--- config.mk ---
export PLATFORM = sky130hd
export DESIGN_NAME = neuron_feeder
export DESIGN_NICKNAME = d
export VERILOG_FILES = /design/src/rtl/neuron_feeder.sv
export SDC_FILE = /design/constraint.sdc
export NUM_CORES = 1
export LEC_CHECK = 0
export ABC_AREA = 1
export ABC_CLOCK_PERIOD_IN_PS = 1500
export BUFFER_PORTS_ARGS = -buffer_cell sky130_fd_sc_hd__clkbuf_2
export CAP_MARGIN = 20
export CELL_PAD_IN_SITES_DETAIL_PLACEMENT = 1
export CELL_PAD_IN_SITES_GLOBAL_PLACEMENT = 2
export CORE_ASPECT_RATIO = 0.7
export CORE_UTILIZATION = 24
export CTS_CLUSTER_SIZE = 16
export DETAILED_ROUTE_END_ITERATION = 16
export PLACE_DENSITY_LB_ADDON = 0.08
export RECOVER_POWER = 100
export REMOVE_ABC_BUFFERS = 1
export SETUP_SLACK_MARGIN = 0.05
export SLEW_MARGIN = 20
export SYNTH_ARGS = -nofsm -noshare
export SYNTH_HDL_FRONTEND = slang
export SYNTH_SLANG_ARGS = --single-unit
export TNS_END_PERCENT = 1
--- constraint.sdc ---
create_clock -name clk_i -period 1.5 [get_ports clk_i]
set_input_delay 0.075 -clock clk_i [delete_from_list [all_inputs] [get_ports clk_i]]
set_output_delay 0.075 -clock clk_i [all_outputs]
set_load 0.1 [all_outputs]
--- src/rtl/neuron_feeder.sv ---
// neuron_feeder: collects (weight, x) pairs into vectors, fires the neuron, returns its result
module neuron_feeder #(
  parameter int NEURON_SIZE    = 4,
  parameter int WORD_SIZE      = 16,
  parameter int NEURON_LATENCY = 2
) (
  input  logic                                  clk_i,
  input  logic                                  rst_i,
  input  logic                                  in_valid_i,
  output logic                                  in_ready_o,
  input  logic [WORD_SIZE-1:0]                  in_weight_i,
  input  logic [WORD_SIZE-1:0]                  in_x_i,
  output logic [NEURON_SIZE-1:0][WORD_SIZE-1:0] weights_o,
  output logic [NEURON_SIZE-1:0][WORD_SIZE-1:0] x_o,
  output logic                                  en_o,
  input  logic [WORD_SIZE-1:0]                  result_i,
  output logic                                  out_valid_o,
  input  logic                                  out_ready_i,
  output logic [WORD_SIZE-1:0]                  out_result_o
);
  localparam int IW = (NEURON_SIZE > 1) ? $clog2(NEURON_SIZE) : 1;
  localparam int LW = $clog2(NEURON_LATENCY + 1);
  typedef enum logic [1:0] {FILL, FIRE, WAIT, HOLD} state_t;
  state_t                                r_state;
  logic [IW-1:0]                         r_idx;
  logic [LW-1:0]                         r_lat;
  logic                                  r_rdy;
  logic                                  r_en;
  logic                                  r_ov;
  logic [WORD_SIZE-1:0]                  r_res;
  logic [NEURON_SIZE-1:0][WORD_SIZE-1:0] r_w;
  logic [NEURON_SIZE-1:0][WORD_SIZE-1:0] r_x;
  assign in_ready_o   = r_rdy;
  assign en_o         = r_en;
  assign out_valid_o  = r_ov;
  assign out_result_o = r_res;
  assign weights_o    = r_w;
  assign x_o          = r_x;
  // Sequencer: fill vectors, pulse enable, wait fixed latency, hold result until taken
  always_ff @(posedge clk_i) begin
    if (rst_i) begin
      r_state <= FILL;
      r_idx   <= '0;
      r_lat   <= '0;
      r_rdy   <= 1'b0;
      r_en    <= 1'b0;
      r_ov    <= 1'b0;
      r_res   <= '0;
      r_w     <= '0;
      r_x     <= '0;
    end else begin
      case (r_state)
        FILL: begin
          r_rdy <= 1'b1;
          if (in_valid_i && r_rdy) begin
            r_w[r_idx] <= in_weight_i;
            r_x[r_idx] <= in_x_i;
            if (r_idx == IW'(NEURON_SIZE - 1)) begin
              r_idx   <= '0;
              r_rdy   <= 1'b0;
              r_en    <= 1'b1;
              r_state <= FIRE;
            end else begin
              r_idx <= r_idx + 1'b1;
            end
          end
        end
        FIRE: begin
          r_en    <= 1'b0;
          r_lat   <= '0;
          r_state <= WAIT;
        end
        WAIT: begin
          if (r_lat == LW'(NEURON_LATENCY - 1)) begin
            r_res   <= result_i;
            r_ov    <= 1'b1;
            r_state <= HOLD;
          end else begin
            r_lat <= r_lat + 1'b1;
          end
        end
        HOLD: begin
          if (out_ready_i) begin
            r_ov    <= 1'b0;
            r_rdy   <= 1'b1;
            r_state <= FILL;
          end
        end
        default: r_state <= FILL;
      endcase
    end
  end
endmodule
== After elaboration in Yosys (flattened, before gate mapping) ==
Cells that the tools add are included.

* Register bits after elaboration: 153
* Bits of input ports: 52
* Output and inout bits: 147
* Word-level logic and storage cells: 65

* Add/sub/neg operators: 2
* Order comparisons: 2
* Equal/unequal tests: 10
* Muxes and demuxes: 22
* Reductions and logical operators: 14

{| class="wikitable"
|+ Operators by type and width
! operator !! count
|-
| bitwise mux 64 bit || 2
|-
| demux 16 bit (select 2 bit) || 1
|-
| two-way mux 16 bit || 1
|-
| two-way mux 2 bit || 6
|-
| inequality test 2 bit (second input constant) || 5
|-
| case mux 2 bit (4 select lines) || 1
|-
| AND reduction 2 bit || 4
|-
| nonzero test 2 bit || 4
|-
| two-way mux 1 bit || 7
|-
| == test 2 bit (second input constant) || 3
|-
| case mux 1 bit (2 select lines) || 3
|-
| AND reduction 3 bit || 2
|-
| adder 2 x 1 -> 2 bit (second input constant) || 2
|-
| == test 2 x 1 -> 1 bit (second input constant) || 2
|-
| case mux 2 bit (2 select lines) || 1
|-
| AND reduction 4 bit || 1
|-
| < comparator 2 x 3 -> 1 bit (second input constant) || 1
|-
| greater-or-equal comparator 2 x 1 -> 1 bit (second input constant) || 1
|-
| logical AND 1 bit || 2
|-
| zero test 2 bit || 1
|}

== Depth between registers and ports, before layout ==
Gate-level depths: netlist of the first run.

* Depth in word-level cells: 5
* Depth in mapped cells: 9
* Gate-level depth less buffers: 9

== Worst setup path after synthesis of the first run ==
OpenSTA, ideal clock, no wires.

* Path kind: reg-to-reg
* Start point: register r_rdy, in the netlist in_ready_o
* End point: register r_w (netlist bit weights_o[53])
* Library setup time: 0.118 ns
* Arrival: 1.896 ns
* Data required time: 1.382 ns
* Path slack: -0.514 ns
* Cell stages (with the launch flop): 7
* Path buffers: 1
* Cell sequence: dfxtp_1 > nand3_4 > nor2_4 > inv_2 > buf_6 > nor2_1 > nor2_1

* Longest elaborated chain between the ends: 2

{| class="wikitable"
|+ Ends and longest elaborated chain
! element !! RTL line !! source
|-
| start, declared || 27 || <nowiki>logic r_rdy;</nowiki>
|-
| start signal, assigned || 45 || <nowiki>r_rdy <= 1'b0;</nowiki>
|-
| start signal, assigned || 54 || <nowiki>r_rdy <= 1'b1;</nowiki>
|-
| start signal, assigned || 60 || <nowiki>r_rdy <= 1'b0;</nowiki>
|-
| logical AND 1 bit || 55 || <nowiki>if (in_valid_i && r_rdy) begin</nowiki>
|-
| AND reduction 2 bit (no source line) || n/a ||
|-
| end signal, assigned by index || 56 || <nowiki>r_w[r_idx] <= in_weight_i;</nowiki>
|-
| end, declared || 31 || <nowiki>logic [NEURON_SIZE-1:0][WORD_SIZE-1:0] r_w;</nowiki>
|}

No other way between the ends.
A chain may end at the register's enable or synchronous reset.

== Worst setup path in the final report of the first run ==
* Start point: register r_state[1]
* End point: register r_w (netlist bit weights_o[62])

* Longest elaborated chain between the ends: 2

{| class="wikitable"
|+ Ends and longest elaborated chain
! element !! RTL line !! source
|-
| start, declared || 24 || <nowiki>state_t r_state;</nowiki>
|-
| start signal, assigned || 42 || <nowiki>r_state <= FILL;</nowiki>
|-
| start signal, assigned || 62 || <nowiki>r_state <= FIRE;</nowiki>
|-
| start signal, assigned || 71 || <nowiki>r_state <= WAIT;</nowiki>
|-
| zero test 2 bit || 52 || <nowiki>case (r_state)</nowiki>
|-
| AND reduction 2 bit (no source line) || n/a ||
|}

No other way between the ends.

==> results of run 1 <==
flip-flops by register name, summed over array words and instances (netlist names):
name and cells:
weights_o 64, x_o 64, out_result_o 16, r_idx 2
r_lat 2, r_state 2, en_o 1, in_ready_o 1
out_valid_o 1
report_power, final:
| group | switching, mW | internal (mW) | total (mW) | leakage [nW] |
|---|---|---|---|---|
| sequential | 0.110 | 4.25 | 4.36 | 1.24 |
| combinational | 1.80 | 0.437 | 2.23 | 2.45 |
| clock | 1.79 | 2.88 | 4.67 | 0.307 |
| total | 3.70 | 7.56 | 11.3 | 4.00 |
path summary, 6_finish.rpt:
path / startpoint / end / cells after the start
max reg2reg: r_state[1] / weights_o[62] / 8
max: r_state[1] / weights_o[62] / 8
min: in_valid_i / en_o / 4
min reg2reg: out_valid_o / out_valid_o / 2
worst register-to-register path, delay by kind of cell, from the launching register on:
kind | cells | cell delay (ns)
flops | 1 | 0.33
simple gates | 4 | 0.53
buf+inv | 3 | 0.35
fa+ha+maj | 1 | 0.14
area by class of cell:
type / count / area share (%)
clock buffers: 21 / 5.439
clock inverters: 11 / 1.995
inverters: 23 / 1.108
multi-input cells: 497 / 28.33
flip-flops and latches: 153 / 36.21
well taps: 312 / 4.611
repair buffers: 281 / 22.30
logic make-up (layout without fill, tap and decap cells):
logic type | after synthesis | after routing | share of synthesized area, %
fa+ha+maj | 11 | 11 | 2.469
compound gates | 157 | 157 | 14.12
buf+inv | 65 | 336 | 5.432
flops | 153 | 153 | 54.95
simple gates | 329 | 329 | 23.03
through the flow:
| stage | setup WS [ns] | hold slack, ns | instance area [sq um] |
|---|---|---|---|
| global route | -0.04374 | 0.1570 | 8466 |
| floorplan | -0.9414 | 0.1441 | 5358 |
| CTS | -0.003951 | 0.1090 | 8361 |
| global placement | -0.002852 | 0.2774 | 7111 |
| finish | 0.03042 | 0.1184 | 8466 |
| detailed placement | -0.05176 | 0.2762 | 7111 |
what timing repair did:
| item | in CTS | in global routing |
|---|---|---|
| endpoints found under the setup margin | 149 | 128 |
| pin swaps | 16 | 7 |
| setup buffers | 1 | 0 |
| cloned | 0 | 1 |
| hold buffers | 50 | 0 |
| resized for setup | 31 | 63 |
| hold endpoints to repair | 145 | 0 |
cell usage in the layout, fill, tap and decap left out, drive strengths merged:
| master | instances |
|---|---|
| a31oi | 1 |
| nand3 | 5 |
| inv | 22 |
| buf | 30 |
| clkbuf | 222 |
| clkinvlp | 2 |
| a21oi | 4 |
| nand2 | 17 |
| nor2 | 307 |
| dlygate4sd3 | 50 |
| bufinv | 4 |
| dfxtp | 153 |
| clkinv | 6 |
| ha | 11 |
| o21ai | 152 |
layer usage:
metal | track usage (%) | share of wire (%) | routed length (um) | vias to the layer above
met1 | 22.87 | 49 | 10230 | 2681
met4 | 6.225 | 1.3 | 262 | 0
met2 | 27.41 | 44 | 9275 | 134
li1 | - | - | - | 2794
met3 | 5.677 | 5.6 | 1178 | 18
met5 | 0 | 0 | 0 | -
==> results.json, run 1 <==
{
  "finalWirelength_mm": 20.95,
  "path_class": "flip-flop to flip-flop",
  "track_usage_pct": 17.60,
  "cts_tree": "built",
  "antenna_cells": 0,
  "synth_edf_count": 0,
  "antenna_found_initial": 1,
  "yosysMostFrequentCell": "nor2_1",
  "clock_latency_ns": 0.43,
  "cts.sinks": 153,
  "drc": 0,
  "ir_drop_mv": 0.7624,
  "clock_skew_ns": 0.006541,
  "critPathCaptureType": "flip-flop",
  "first_global_vias": 5683,
  "critPathArrivalTime_ns": 1.80,
  "placed_cells": 1214,
  "rrSetupSlack_ns": 0.03,
  "numPortBuffers": 198,
  "synth_cell_types": 17,
  "regArea_sq_um": 3065,
  "ys_seq_area_share_pct": 54.95,
  "syn_area_per_cell_sq_um": 7.796,
  "timing.critical_path.mode_cell": "nor2_1",
  "relSlewSlack_pct": 60.75,
  "synth_seq_cells": 153,
  "start_util_pct": 24.52,
  "ys.flop_type": "dfxtp_1",
  "power.density_nw_per_um2": 1330,
  "slowest_delay_ns": 0.33,
  "hold_path_class": "primary input to flip-flop",
  "yosys.area.top_type": "dfxtp_1",
  "post-route-min-period_ns": 1.470,
  "core_sq_um": 22730,
  "ioPinCount": 199,
  "final_util_pct": 37.24,
  "cpLargestDelayFamily": "simple AND/OR/NAND/NOR gates",
  "cap_viol_max_count": 0,
  "overflow": 0,
  "crit_buf_inv": 3,
  "worstSetupStartpointType": "flip-flop",
  "num_rows": 46,
  "die_h_um": 129.5,
  "multi_input_comb_area_sq_um": 2399,
  "grt_max_degree": 82,
  "rsz0062_at_grt": "yes",
  "ant_nets": 0,
  "setup_violations": 0,
  "timing.final.crit_share_pct": 97.97,
  "via_per_inst": 4.335,
  "finalPower_mw": 11.26,
  "cts.path.max_buffers": 2,
  "yosys-top-cells-count": "303 x nor2_1, 153 x dfxtp_1, 127 x o21ai_0, 25 x o21ai_1, 20 x buf_2",
  "synth_area_sq_um": 5574,
  "wl_per_cell_um": 16.14,
  "synthCells": 715,
  "gp_congestion": 0.7481,
  "tightest_slew_ns": 0.5912,
  "synth.area.top_cells": "dfxtp_1 55%, nor2_1 20%, o21ai_0 11%",
  "grt_pass1_wl_mm": 31.65,
  "synth_top_area_share_pct": 54.95,
  "max_freq_mhz": 680.5,
  "crit_slowest_cell": "dfxtp_2",
  "die_area_sq_um": 23850,
  "fp.dieW_um": 184.2,
  "synthArstFlopShare_pct": 0,
  "cts.clk_slew.worst_paths_ns": 0.06,
  "cp_cell_sequence": "inv_2 > ha_4 > nand3_4 > nor2_4 > inv_4 > clkbuf_16 > nor2_1 > nor2_1",
  "setup_tns_ns": 0,
  "required_ns": 1.83,
  "drive_gt1_share_pct": 33.06,
  "fin_cells": 1298,
  "ys.warnings.count": 0,
  "drt_pass1_iterations": 4,
  "power_leakage_nw": 4.004,
  "slew_viol_final": 0,
  "dp_hpwl_mm": 14.20,
  "area_growth_pct": 51.87,
  "dr_total_vias": 5627,
  "outcome": "finished clean",
  "drt_iter0_drc": 182,
  "clockRootBuffer": "clkbuf_16",
  "cts-htree-levels": 4,
  "num-fill-cells": 2749,
  "nets": 1036,
  "cp_max_fo": 10,
  "hold_violations": 0,
  "cts_buffers": 17
}
Note: power is estimated with default switching activity, not from simulation.
==> run 2: changes to the inputs <==
ABC_AREA = unset   (was 1)
CORE_UTILIZATION = 25   (was 24)
==> run 2 against run 1 <==
Against the previous run:
- combinational power down 37%
- routed wire length grew 1.3%
- largest power group unchanged
- highest routed layer is now met5
- largest cell class unchanged
- clock skew is 0.0030 ns higher
- hold slack worse by 0.070 ns
- final area down 1.4%
==> results.json, run 2 <==
{
  "outcome": "finished clean",
  "critPathCaptureType": "flip-flop",
  "ioPinCount": 199,
  "cap_viol_max_count": 0,
  "ir_drop_mv": 0.7479,
  "synth_cell_types": 32,
  "die_area_sq_um": 23240,
  "wl_per_cell_um": 17.08,
  "tightest_slew_ns": 0.5960,
  "clock_latency_ns": 0.43,
  "ant_nets": 0,
  "synth_area_sq_um": 5655,
  "grt_max_degree": 63,
  "setup_violations": 0,
  "worstSetupStartpointType": "flip-flop",
  "finalPower_mw": 10.19,
  "overflow": 0,
  "cts.clk_slew.worst_paths_ns": 0.07,
  "synth.area.top_cells": "dfxtp_1 54%, nand2_1 19%, a21oi_1 13%",
  "drt_pass1_iterations": 4,
  "max_freq_mhz": 684.5,
  "num-fill-cells": 2617,
  "area_growth_pct": 47.61,
  "final_common_cell": "nand2_1",
  "cp_cell_sequence": "inv_4 > buf_4 > ha_4 > nor2_2 > or4b_1 > a21oi_2",
  "gp_congestion": 0.7423,
  "cts_buffers": 17,
  "synth_edf_count": 0,
  "path_class": "flip-flop to flip-flop",
  "post-route-min-period_ns": 1.461,
  "most-common-layout-cells": "293 x nand2_1, 197 x clkbuf_2, 149 x dfxtp_1, 145 x a21oi_1, 49 x dlygate4sd3_1",
  "drt_iter0_drc": 246,
  "yosysMostFrequentCell": "nand2_1",
  "synth_seq_cells": 153,
  "crit_slowest_cell": "or4b_1",
  "clock_skew_ns": 0.009579,
  "cts.path.max_buffers": 2,
  "timing.final.crit_share_pct": 97.39,
  "yosys.area.top_type": "dfxtp_1",
  "cts.sinks": 153,
  "slowest_delay_ns": 0.54,
  "cts_tree": "built",
  "first_global_vias": 5599,
  "cp_max_fo": 4,
  "hold_violations": 0,
  "finalWirelength_mm": 21.23,
  "crit_buf_inv": 2,
  "syn_area_per_cell_sq_um": 8.114,
  "cpLargestDelayFamily": "simple AND/OR/NAND/NOR gates",
  "grt_pass1_wl_mm": 32.30,
  "ys.flop_type": "dfxtp_1",
  "slew_viol_final": 0,
  "core_sq_um": 21900,
  "synthCells": 697,
  "track_usage_pct": 18.27,
  "ys_seq_area_share_pct": 54.16,
  "power_leakage_nw": 3.361,
  "clockRootBuffer": "clkbuf_16",
  "pre_cts_ws_ns": -0.2047,
  "hold_path_class": "primary input to flip-flop",
  "critPathArrivalTime_ns": 1.82,
  "synthArstFlopShare_pct": 0,
  "fp.dieW_um": 181.8,
  "relSlewSlack_pct": 60.43,
  "rsz0062_at_grt": "yes",
  "cts-htree-levels": 4,
  "die_h_um": 127.8,
  "yosys-top-cells-count": "293 x nand2_1, 153 x dfxtp_1, 147 x a21oi_1, 25 x buf_2, 13 x buf_6",
  "dp_hpwl_mm": 14.71,
  "drive_gt1_share_pct": 30.49,
  "ys.warnings.count": 0,
  "drc": 0,
  "via_per_inst": 4.536,
  "setup_ws_ns": 0.03911,
  "nets": 1011,
  "numPortBuffers": 198,
  "required_ns": 1.86,
  "power.density_nw_per_um2": 1221,
  "setup_tns_ns": 0,
  "antenna_cells": 0,
  "dr_total_vias": 5638,
  "num_rows": 45,
  "start_util_pct": 25.82,
  "antenna_found_initial": 1,
  "synth_top_area_share_pct": 54.16
}
==> run 2: cell types whose count changed after synthesis, sizes merged, moves of 3 or more <==
cell    before  now
and4         0    4
inv         23    6
nand3        5    2
clkbuf      16   10
a21oi        4  147
buf         26   41
o21ai      152    2
nor2       307    5
nand2       17  293
nand4        0    4
==> run 2: worst reg2reg max path, cell delays in order (launching register included) <==
cell and delay, ns:
dfxtp_4 0.37, inv_4 0.06, buf_4 0.11, ha_4 0.13, nor2_2 0.05, or4b_1 0.54
a21oi_2 0.13
==> run 2: metal layers <==
layer / vias to the layer above / track usage, % / share of wire, %
met2: 125 / 29.23 / 45
met3: 19 / 4.659 / 4.6
met4: 2 / 5.334 / 1.1
met1: 2729 / 24.28 / 49
li1: 2763 / - / -
met5: - / 0 / 0.061
==> run 2: cell type report <==
| class | count | area (sq um) | area share [%] |
|---|---|---|---|
| Sequential cell | 153 | 3073 | 36.81 |
| Multi-Input combinational cell | 487 | 2357 | 28.24 |
| Timing Repair Buffer | 283 | 1918 | 22.98 |
| Clock buffer | 20 | 456.7 | 5.471 |
| Tap cell | 282 | 352.8 | 4.227 |
| Clock inverter | 12 | 162.7 | 1.948 |
| Inverter | 6 | 27.53 | 0.3297 |
==> run 2: where the power goes <==
group | internal [mW] | switching, mW | total (mW) | leakage, nW
combinational | 0.377 | 1.04 | 1.41 | 1.84
sequential | 4.15 | 0.0544 | 4.20 | 1.24
clock | 2.73 | 1.85 | 4.58 | 0.286
==> run 2: cell families (layout without fill, tap and decap cells) <==
family | count (synthesis) | in the layout | synth area share (%)
simple gates | 319 | 319 | 22.66
compound gates | 155 | 155 | 14.12
flops | 153 | 153 | 54.16
buf+inv | 57 | 321 | 6.283
fa+ha+maj | 11 | 11 | 2.434
mux | 2 | 2 | 0.3540
==> run 2: worst paths after layout <==
| path | depth (start not counted) | end | slack, ns | from |
|---|---|---|---|---|
| setup reg to reg | 6 | r_lat[1] | 0.04 | r_state[1] |
| setup / recovery | 6 | r_lat[1] | 0.04 | r_state[1] |
| hold reg to reg | 2 | out_result_o[3] | 0.45 | out_result_o[3] |
| hold / removal | 2 | weights_o[0] | 0.05 | rst_i |
==> run 2: timing repair <==
action	in CTS	in global routing
resized for setup	31	19
hold endpoints to repair	145	0
setup buffers	2	1
gates cloned	0	1
endpoints found under the setup margin	152	127
pin swaps	6	7
hold buffers	49	0
==> run 2: through the flow <==
step | cells | hold slack [ns] | util (%) | area [sq um]
2_1_floorplan | 646 | 0.1441 | - | 5323
3_3_place_gp | 1158 | 0.2975 | 32.15 | 7041
3_5_place_dp | 1158 | 0.3081 | 32.15 | 7041
4_1_cts | 1241 | 0.03287 | 37.80 | 8279
5_1_grt | 1243 | 0.03910 | 38.11 | 8348
6_report | 1243 | 0.04892 | 38.11 | 8348
==> run 3: changes to the inputs <==
BUFFER_PORTS_ARGS = unset   (was -buffer_cell sky130_fd_sc_hd__clkbuf_2)
CORE_UTILIZATION = 31   (was 25)
DONT_BUFFER_PORTS = 1   (was unset)
==> run 3 against run 2 <==
Against the previous run:
- sequential share of layout area increased by 4.7 points
- setup slack got worse by 0.016 ns
- the run now ends with negative hold slack left
- critical path type unchanged
- clock-buffer cell count increased by 1
- largest power group unchanged
- first-iteration DRC count increased by 1.6%
==> results.json, run 3 (synthesized netlist as in run 2, its figures left out) <==
{
  "tightest_slew_ns": 0.5993,
  "finalWirelength_mm": 18.80,
  "antenna_found_initial": 0,
  "drt_pass1_iterations": 4,
  "most-common-layout-cells": "293 x nand2_1, 148 x dfxtp_1, 146 x clkbuf_2, 144 x a21oi_1, 19 x buf_4",
  "pre_cts_ws_ns": -0.2816,
  "grt_max_degree": 155,
  "gp_congestion": 0.7379,
  "rsz0062_at_grt": "yes",
  "core_sq_um": 17520,
  "cts_buffers": 17,
  "ant_nets": 0,
  "multi_input_comb_area_sq_um": 2347,
  "final_common_cell": "nand2_1",
  "die_h_um": 115.0,
  "dp_hpwl_mm": 13.18,
  "track_usage_pct": 20.33,
  "cp_max_fo": 4,
  "cts.clk_slew.worst_paths_ns": 0.06,
  "drc": 0,
  "min_path_cells": 1,
  "cts-htree-levels": 4,
  "start_util_pct": 32.29,
  "num_rows": 40,
  "setup_ws_ns": 0.02272,
  "area_growth_pct": 30.84,
  "cts.path.max_buffers": 2,
  "violations": "negative hold slack",
  "wl_per_cell_um": 17.33,
  "r2r_cells": 5,
  "critPathArrivalTime_ns": 1.84,
  "cts.sinks": 153,
  "power_leakage_nw": 2.889,
  "timing.final.crit_share_pct": 98.49,
  "drt_iter0_drc": 250,
  "slew_viol_final": 0,
  "ir_drop_mv": 0.5485,
  "overflow": 0,
  "drive_gt1_share_pct": 27.63,
  "power.density_nw_per_um2": 1298,
  "path_class": "flip-flop to flip-flop",
  "regArea_sq_um": 3072,
  "nets": 905,
  "antenna_cells": 0,
  "clockRootBuffer": "clkbuf_16",
  "ioPinCount": 199,
  "timing.hold.ws_ns": -0.2701,
  "required_ns": 1.86,
  "finalPower_mw": 9.603,
  "hold_violations": 153,
  "num-fill-cells": 2141,
  "cap_viol_max_count": 0,
  "setup_violations": 0,
  "die_area_sq_um": 18800,
  "critPathCaptureType": "flip-flop",
  "clock_latency_ns": 0.42,
  "via_per_inst": 4.807,
  "relSlewSlack_pct": 60.22,
  "fp.dieW_um": 163.4,
  "clock_skew_ns": 0.009134,
  "outcome": "finished, violations left",
  "hold_buffers": 1,
  "first_global_vias": 5427,
  "worstSetupStartpointType": "flip-flop",
  "dr_total_vias": 5216,
  "cts_tree": "built",
  "grt_pass1_wl_mm": 29.22,
  "max_freq_mhz": 676.9,
  "hold_path_class": "primary input to flip-flop",
  "numPortBuffers": 0,
  "post-route-min-period_ns": 1.477
}
[run 3: changes by cell type in the layout (fill, tap and decap cells not counted), sizes merged]
cell / change
dlygate4sd3: -48
bufinv: -1
clkinv: +4
clkinvlp: -2
buf: -6
inv: -3
clkbuf: -51
[run 3: power breakdown]
group          switching (mW)  internal [mW]
Combinational           0.843          0.235
Sequential             0.0557           4.15
Clock                    1.74           2.58
[run 3: path summary, 6_finish.rpt]
kind	slack, ns	from	endpoint
max	0.02	r_state[1]	r_lat[0]
min	-0.27	rst_i	r_state[0]
max reg2reg	0.02	r_state[1]	r_lat[0]
min reg2reg	0.45	out_result_o[3]	out_result_o[3]
[run 3: layout make-up]
type	instances	share of cell area, %
multi-input combinational	487	31.72
sequential	153	41.51
tap	231	3.906
clock buffer	21	6.358
clock inverter	10	1.606
timing repair buffer	177	14.56
inverter	6	0.3382
[run 3: layer usage]
| layer | global-route usage (%) | routed length (um) | vias up |
|---|---|---|---|
| met3 | 7.612 | 1511 | 16 |
| met5 | 0 | 0 | - |
| met4 | 5.857 | 170 | 0 |
| met2 | 33.47 | 8623 | 127 |
| met1 | 24.79 | 8498 | 2523 |
| li1 | - | - | 2550 |
[run 3: critical path, cell delays in order, from the launching register on]
cell and delay, ns:
dfxtp_2 0.33, buf_6 0.13, ha_4 0.16, and2_4 0.16
or4b_4 0.51, a21oi_2 0.12
[run 3: what timing repair did]
item,4_1_cts,5_1_grt
pin swaps,4,3
setup buffers,1,0
endpoints found under the hold margin,153,153
endpoints found under the setup margin,152,101
gates resized for setup,17,21
[run 3: per-stage QoR]
step | area [sq um] | setup TNS, ns | util (%) | std cells
floorplan | 5323 | -136.88 | - | 646
global placement | 7041 | -6.035 | 40.19 | 1052
detailed placement | 7041 | -17.11 | 40.19 | 1052
CTS | 7714 | 0 | 44.04 | 1085
global route | 7400 | -0.02717 | 42.24 | 1085
finish | 7400 | 0 | 42.24 | 1085
